<file path="config.mk">
export PLATFORM = sky130hd
export DESIGN_NAME = fetch_stage
export DESIGN_NICKNAME = d
export VERILOG_FILES = /design/src/rtl/fetch_stage_pkg.sv /design/src/rtl/fetch_hold_buf.sv /design/src/rtl/fetch_stage.sv
export SDC_FILE = /design/constraint.sdc
export NUM_CORES = 1
export LEC_CHECK = 0
export ABC_AREA = 1
export CAP_MARGIN = 15
export CORE_MARGIN = 2
export CORE_UTILIZATION = 55
export DETAILED_ROUTE_END_ITERATION = 7
export MAX_ROUTING_LAYER = met4
export PLACE_DENSITY = 0.87
export SYNTH_ARGS = -nofsm -noshare
export SYNTH_HDL_FRONTEND = slang
export SYNTH_SLANG_ARGS = --single-unit
</file>
<file path="constraint.sdc">
create_clock -name clk_i -period 6.95 [get_ports clk_i]
set_input_delay 1.0425 -clock clk_i [delete_from_list [all_inputs] [get_ports clk_i]]
set_output_delay 1.0425 -clock clk_i [all_outputs]
set_load 0.01 [all_outputs]
</file>
<file path="src/rtl/fetch_stage_pkg.sv">
// Shared constants and state encoding for the instruction-fetch stage.
package fetch_stage_pkg;

    localparam logic [31:0] INST_NOP         = 32'h0000_0013;
    localparam int unsigned PC_INCR          = 4;
    localparam logic [31:0] DEFAULT_RESET_PC = 32'h0000_0000;

    typedef enum logic [1:0] {
        StBoot,
        StRun,
        StHold
    } fetch_state_e;

endpackage

</file>
<file path="src/rtl/fetch_hold_buf.sv">
// One-entry {pc, inst} buffer that parks a fetched instruction while decode stalls.
module fetch_hold_buf #(
    parameter int unsigned PC_WIDTH   = 32,
    parameter int unsigned INST_WIDTH = 32
) (
    input  logic                  clk_i,
    input  logic                  rst_i,
    input  logic                  capture_i,
    input  logic                  clear_i,
    input  logic [PC_WIDTH-1:0]   pc_i,
    input  logic [INST_WIDTH-1:0] inst_i,
    output logic                  vld_o,
    output logic [PC_WIDTH-1:0]   pc_o,
    output logic [INST_WIDTH-1:0] inst_o
);

    logic                  vld_q, vld_d;
    logic [PC_WIDTH-1:0]   pc_q, pc_d;
    logic [INST_WIDTH-1:0] inst_q, inst_d;

    // Clear wins so a redirect always flushes a simultaneous capture.
    always_comb begin
        vld_d  = vld_q;
        pc_d   = pc_q;
        inst_d = inst_q;
        if (clear_i) begin
            vld_d = 1'b0;
        end else if (capture_i) begin
            vld_d  = 1'b1;
            pc_d   = pc_i;
            inst_d = inst_i;
        end
    end

    always_ff @(posedge clk_i or posedge rst_i) begin
        if (rst_i) begin
            vld_q  <= 1'b0;
            pc_q   <= '0;
            inst_q <= '0;
        end else begin
            vld_q  <= vld_d;
            pc_q   <= pc_d;
            inst_q <= inst_d;
        end
    end

    assign vld_o  = vld_q;
    assign pc_o   = pc_q;
    assign inst_o = inst_q;

endmodule

</file>
<file path="src/rtl/fetch_stage.sv">
// Instruction-fetch stage: owns the PC, drives a 1-cycle synchronous imem and feeds decode.
module fetch_stage
    import fetch_stage_pkg::*;
#(
    parameter int unsigned         PC_WIDTH   = 32,
    parameter int unsigned         INST_WIDTH = 32,
    parameter logic [PC_WIDTH-1:0] RESET_PC   = PC_WIDTH'(DEFAULT_RESET_PC)
) (
    input  logic                  clk_i,
    input  logic                  rst_i,
    input  logic                  stall_i,
    input  logic                  redirect_i,
    input  logic [PC_WIDTH-1:0]   redirect_pc_i,
    output logic                  imem_req_o,
    output logic [PC_WIDTH-1:0]   imem_addr_o,
    input  logic [INST_WIDTH-1:0] imem_rdata_i,
    output logic [PC_WIDTH-1:0]   pc_o,
    output logic [INST_WIDTH-1:0] inst_o,
    output logic                  valid_o
);

    localparam logic [PC_WIDTH-1:0] PcIncr   = PC_WIDTH'(PC_INCR);
    localparam logic [PC_WIDTH-1:0] AlignMsk = ~PC_WIDTH'(3);

    fetch_state_e          state_q, state_d;
    logic [PC_WIDTH-1:0]   fetch_pc_q, fetch_pc_d;
    logic                  inflight_vld_q, inflight_vld_d;
    logic [PC_WIDTH-1:0]   inflight_pc_q, inflight_pc_d;

    logic                  hold_vld;
    logic [PC_WIDTH-1:0]   hold_pc;
    logic [INST_WIDTH-1:0] hold_inst;
    logic                  hold_capture, hold_clear;

    logic                  redirect_act;
    logic                  req;
    logic [PC_WIDTH-1:0]   req_addr;
    logic [PC_WIDTH-1:0]   target;

    assign target       = redirect_pc_i & AlignMsk;
    assign redirect_act = redirect_i & (state_q != StBoot);

    always_comb begin
        state_d        = state_q;
        fetch_pc_d     = fetch_pc_q;
        inflight_vld_d = 1'b0;
        inflight_pc_d  = inflight_pc_q;
        req            = 1'b0;
        req_addr       = fetch_pc_q;
        hold_capture   = 1'b0;
        hold_clear     = 1'b0;

        if (state_q == StBoot) begin
            req        = 1'b1;
            req_addr   = RESET_PC;
            fetch_pc_d = RESET_PC + PcIncr;
            state_d    = StRun;
        end else if (redirect_act) begin
            req        = 1'b1;
            req_addr   = target;
            fetch_pc_d = target + PcIncr;
            hold_clear = 1'b1;
            state_d    = StRun;
        end else begin
            case (state_q)
                StRun: begin
                    if (!stall_i) begin
                        req        = 1'b1;
                        fetch_pc_d = fetch_pc_q + PcIncr;
                    end else if (inflight_vld_q) begin
                        hold_capture = 1'b1;
                        state_d      = StHold;
                    end
                end
                StHold: begin
                    // Releasing cycle only drains the buffer; the refetch starts next cycle.
                    if (!stall_i) begin
                        hold_clear = 1'b1;
                        state_d    = StRun;
                    end
                end
                default: state_d = StBoot;
            endcase
        end

        if (req) begin
            inflight_vld_d = 1'b1;
            inflight_pc_d  = req_addr;
        end
    end

    always_ff @(posedge clk_i or posedge rst_i) begin
        if (rst_i) begin
            state_q        <= StBoot;
            fetch_pc_q     <= RESET_PC;
            inflight_vld_q <= 1'b0;
            inflight_pc_q  <= RESET_PC;
        end else begin
            state_q        <= state_d;
            fetch_pc_q     <= fetch_pc_d;
            inflight_vld_q <= inflight_vld_d;
            inflight_pc_q  <= inflight_pc_d;
        end
    end

    fetch_hold_buf #(
        .PC_WIDTH  (PC_WIDTH),
        .INST_WIDTH(INST_WIDTH)
    ) u_hold_buf (
        .clk_i    (clk_i),
        .rst_i    (rst_i),
        .capture_i(hold_capture),
        .clear_i  (hold_clear),
        .pc_i     (inflight_pc_q),
        .inst_i   (imem_rdata_i),
        .vld_o    (hold_vld),
        .pc_o     (hold_pc),
        .inst_o   (hold_inst)
    );

    // BOOT state would otherwise request while reset is still held.
    assign imem_req_o  = req & ~rst_i;
    assign imem_addr_o = req_addr;

    assign valid_o = (hold_vld | inflight_vld_q) & ~redirect_i;
    assign pc_o    = hold_vld ? hold_pc : inflight_pc_q;
    assign inst_o  = !valid_o ? INST_WIDTH'(INST_NOP) :
                     hold_vld ? hold_inst : imem_rdata_i;

endmodule

</file>
# Word-level counts from Yosys, hierarchy flattened
# Cells that the tools add are included.
# totals
register_bits	132
input_bits	68
out_inout_bits	98
wordCells	59
# op_classes
n_addsub	2
eq_ne	6
mux	30
bitwise_logic	7
n_reduce_logical	7
# ops
operator	count
two-way mux 32 bit	9
adder 32 x 3 -> 32 bit, second input constant	2
two-way mux 1 bit	15
inequality test 4 bit, second input constant	3
two-way mux 2 bit	5
one-hot mux 2 bit (2 select lines)	1
AND reduction 2 bit	2
nonzero test 2 bit	2
bitwise AND 1 bit	3
inequality test 3 x 1 -> 1 bit, second input constant	1
NOT 1 bit	3
AND reduction 3 bit	1
nonzero test 3 bit	1
equality test 2 x 1 -> 1 bit, second input constant	1
equality test 2 bit, second input constant	1
logical NOT 2 bit	1
OR 1 bit	1

# Longest topological paths before layout
# depth
ltp_word	7
ltp_mapped	15
depth_no_buf	13

# Modules after synthesis
# Synthesis repeated with hierarchy kept, for this count alone.
# unflattened
cells_unflattened	1071
area_unflattened_um2	7651.1
# by_module_without_submodules
mod	n_inst	cells_per_inst	area_each_um2	seq_area_each_um2
fetch_stage	1	788	5038.6	1576.5
fetch_hold_buf	1	283	2612.5	1626.6

# Worst setup path after synthesis
# No wires, ideal clock.
# synth_path
path_kind	input port to output port
startpoint	input redirect_i
endpoint	output inst_o[0]
arrival_time_ns	2.158
required_ns	5.907
setup_slack_ns	3.750
cell_stages	5
n_path_buf	3
path_cell_list	buf_4 buf_2 nor2_1 clkbuf_1 o211ai_1
# synth_between
elab_chain_len	3
# synth_lines
item	line	source
start, declared	fetch_stage.sv:12	input logic redirect_i,
NOT 1 bit	fetch_stage.sv:125	assign valid_o = (hold_vld | inflight_vld_q) & ~redirect_i;
bitwise AND 1 bit	fetch_stage.sv:125	
named net valid_o	fetch_stage.sv:19	output logic valid_o
two-way mux 32 bit	fetch_stage.sv:127	assign inst_o = !valid_o ? INST_WIDTH'(INST_NOP) :
end, declared	fetch_stage.sv:18	output logic [INST_WIDTH-1:0] inst_o,
# The timed path passes the listed nets, and every way through them passes these cells.

# Final worst setup path
# layout_path
startpoint	input redirect_i
endpoint	output imem_addr_o[10]
# layout_between
elab_chain_len	3
# layout_lines
item	line	source
bitwise AND 1 bit	fetch_stage.sv:41	assign redirect_act = redirect_i & (state_q != StBoot);
two-way mux 32 bit	fetch_stage.sv:58	end else if (redirect_act) begin
two-way mux 32 bit	fetch_stage.sv:53	if (state_q == StBoot) begin
end, declared	fetch_stage.sv:15	output logic [PC_WIDTH-1:0] imem_addr_o,
# No other way between the ends.

==> flow_metrics.tcl <==
set metrics [dict create \
    outcome "finished, final reports clean" \
    yosys.area_share.simple 0.3004 \
    grt_pass1_vias 6141 \
    synth_xor_area_frac 0 \
    post-route-period-util 0.7178 \
    synth_fa_ha_area_frac 0.001786 \
    syn2layout_area_growth_pct 31.91 \
    synth-seq-cells 126 \
    ys_seq_area_frac 0.4500 \
    grt_util_all_layers 0.2857 \
    critPathMaxFanout 19 \
    htree_levels 4 \
    power.density_mw_per_mm2 317.0 \
    fin_setup_tns_ps 0 \
    wl_per_cell_um 13.74 \
    fin_crit_ps 4988 \
    synth_top_family_by_area "simple AND/OR/NAND/NOR gates" \
    io_pins 166 \
    crit_end "imem_addr_o[10]" \
    holdBufCountCts 0 \
    cts_inserted_buffers 17 \
    avgViaCountPerCell 5.047 \
    drc 0 \
    port_buffers 159 \
    drtIter0Drc 564 \
    clockBufferDepth 2 \
    drv_cap 0 \
    final.setup_skew_ps 6.392 \
    place_hpwl_um 12500 \
    ant_nets 0 \
    syn_inst 1029 \
    dpl_cell_area_mm2 0.008645 \
    critical-path-slowest-cell "clkdlybuf4s50_1" \
    design_area_mm2 0.009243 \
    placementRows 41 \
    clockRootBuffer "clkbuf_16" \
    dieWidth_um 116.9 \
    grt_max_degree 127 \
    crit_type "input port to primary output" \
    clk_pin_slew_ps 60 \
    ir_worst_vdd_uv 174.9 \
    diodes 0 \
    initial_utilization 0.5598 \
    tightest_slew_ps 1072 \
    critPathTopFamily "buffers and inverters" \
    hp-class "register to register" \
    post_cts_resized 0 \
    finalHoldViolCount 0 \
    synth_compound_area_frac 0.1379 \
    syn_area_mm2 0.007007 \
    dieArea_mm2 0.01366 \
    yosysWarnings 0 \
    path_buf_inv 4 \
    cp.required_ps 5910 \
    clk_latency_ps 420 \
    cts_tree "done" \
    drv_slew 0 \
    power.leakage_nw 4.513 \
    antenna_found_initial 0 \
    cp_slowest_stage_delay_ps 1010 \
    vias 6798 \
    finalSetupViolations 0 \
    slew_headroom 0.2852 \
    overflow 0 \
    fillCellCount 982 \
    muxShareOfSynthArea 0 \
    crit_path_start "redirect_i" \
    num-nets-final 1231 \
    routed_wl_um 18510 \
    firstDrtPassIters 5 \
    clkSinkCount 126 \
    reg2reg_depth 12 \
    layout-drive-gt1-share 0.05617 \
    timing.rr.end "fetch_pc_q[30]" \
    die_h_um 116.9 \
    reg2reg_slack_ps 4320 \
    avgSynthCellArea_um2 6.809 \
    ys_types 30 \
    fmax_mhz 200.5 \
    cts_setup_buffers 0 \
    crit_path_end_kind "primary output" \
    gp_congestion 0.9190 \
    r2r_start "state_q[1]" \
    core-area_mm2 0.01252 \
    path_depth 8 \
    path_cells "clkdlybuf4s50_1 -> inv_1 -> nor2_4 -> nand2_1 -> nand2_1 -> inv_1 -> nor2_1 -> clkdlybuf4s50_1" \
    grt_pass1_wl_um 29570 \
    rsz0062_at_grt "false" \
    critPathLaunchType "input port" \
    critical_path_arrival_ps 3950 \
]
==> where the power goes <==
part           switching (mW)  internal [mW]
combinational           0.528          0.415
clock                   0.337          0.563
sequential              0.138          0.948
==> cell usage in the layout, fill, tap and decap left out <==
master | Yosys | layout
clkinv_2 | 0 | 3
inv_1 | 134 | 133
inv_2 | 3 | 3
inv_6 | 0 | 1
nand3_2 | 1 | 1
nand2_4 | 1 | 1
o21ai_0 | 162 | 162
dfrtp_1 | 126 | 125
and2_1 | 1 | 1
bufinv_16 | 0 | 3
o22ai_1 | 2 | 2
o31ai_1 | 1 | 1
dfrtp_4 | 0 | 1
nand2_2 | 5 | 5
nor2_4 | 4 | 4
o21ai_2 | 1 | 1
nor2_1 | 68 | 66
nor2_2 | 8 | 10
o31ai_4 | 0 | 1
clkbuf_16 | 0 | 17
nand3_1 | 46 | 46
clkbuf_1 | 40 | 1
inv_4 | 0 | 1
a22o_1 | 2 | 2
clkdlybuf4s50_1 | 0 | 159
clkinv_4 | 0 | 2
nand4_1 | 2 | 2
conb_1 | 1 | 4
a21oi_1 | 8 | 8
ha_1 | 1 | 1
buf_4 | 7 | 7
o211ai_1 | 3 | 3
o21ai_1 | 5 | 5
clkinvlp_4 | 0 | 5
nand2_1 | 387 | 387
a211o_1 | 1 | 1
==> worst min-delay path, cell delays in order (launching register included) <==
cell and delay [ps]:
dfrtp_1 340, nand2_1 50, nand2_1 60
==> worst min path at each step <==
stage              startpoint             end  slack (ps)  cells past startpoint
4_1_cts         fetch_pc_q[7]   fetch_pc_q[7]         480                      2
5_1_grt        fetch_pc_q[31]  fetch_pc_q[31]         500                      2
3_3_place_gp   fetch_pc_q[19]  fetch_pc_q[19]         460                      2
2_1_floorplan  fetch_pc_q[31]  fetch_pc_q[31]         450                      2
6_report       fetch_pc_q[11]  fetch_pc_q[11]         480                      2
3_5_place_dp   fetch_pc_q[29]  fetch_pc_q[29]         470                      2
==> per-layer routing <==
| layer | share of wire | GRT usage |
|---|---|---|
| met1 | 0.44 | 0.3738 |
| met2 | 0.46 | 0.4351 |
| met3 | 0.076 | 0.07261 |
| met4 | 0.021 | 0.1020 |
| met5 | 0 | - |
==> cell type report <==
type                       count  area (µm²)  share of cell area
clock inverter                14       168.9             0.01828
clock buffer                  18       429.2             0.04643
tap                          172       215.2             0.02328
multi-input combinational    714        3112              0.3367
timing repair buffer         166        1644              0.1779
sequential                   126        3157              0.3415
inverter                     137       516.7             0.05591
==> stage by stage <==
step / worst slack [ps] / util / power [mW] / std cells / hold slack (ps)
after global placement: 2101 / 0.6906 / 1.993 / 1315 / 460.8
after floorplan: 2552 / - / 1.609 / 1032 / 449.1
final: 1962 / 0.7384 / 2.930 / 1347 / 477.1
after CTS: 2034 / 0.7384 / 2.942 / 1347 / 481.0
after global routing: 1819 / 0.7384 / 3.122 / 1347 / 500.4
after detailed placement: 2051 / 0.6906 / 2.031 / 1315 / 467.5
==> state kept, by name, indices dropped and copies added, names as in the netlist <==
| signal | count |
|---|---|
| inflight_pc_q | 30 |
| fetch_pc_q | 30 |
| inflight_vld_q | 1 |
| state_q | 2 |
| u_hold_buf.pc_o | 30 |
| u_hold_buf.vld_o | 1 |
| u_hold_buf.inst_o | 32 |
==> cells in the mapped netlist <==
master,n,area (µm²)
nand2_1,387,1453
buf_1,2,7.510
inv_1,134,503.0
nor2_4,4,45.04
inv_2,3,11.26
nand3_2,1,10.01
ha_1,1,12.51
dfrtp_1,126,3153
nand3_1,46,230.2
buf_6,2,22.52
a22o_1,2,17.52
nor2_1,68,255.2
nor2_2,8,50.05
o31ai_2,1,12.51
o21ai_0,162,810.8
nand4_1,2,12.51
clkbuf_1,40,150.1
nand2_2,5,31.28
nand2_4,1,11.26
o21ai_1,5,25.02
and2_1,1,6.260
a211o_1,1,8.760
conb_1,1,3.750
o31ai_1,1,7.510
buf_4,7,52.55
a21oi_1,8,40.04
o21ai_2,1,8.760
o211ai_1,3,22.52
o22ai_1,2,12.51
buf_2,4,20.02
==> kinds of logic after synthesis <==
kind of cell,after synthesis
flops,126
other cells,1
compound gates,186
buf+inv,192
fa+ha+maj,1
simple gates,523
Note: power is estimated with default switching activity, not from simulation.
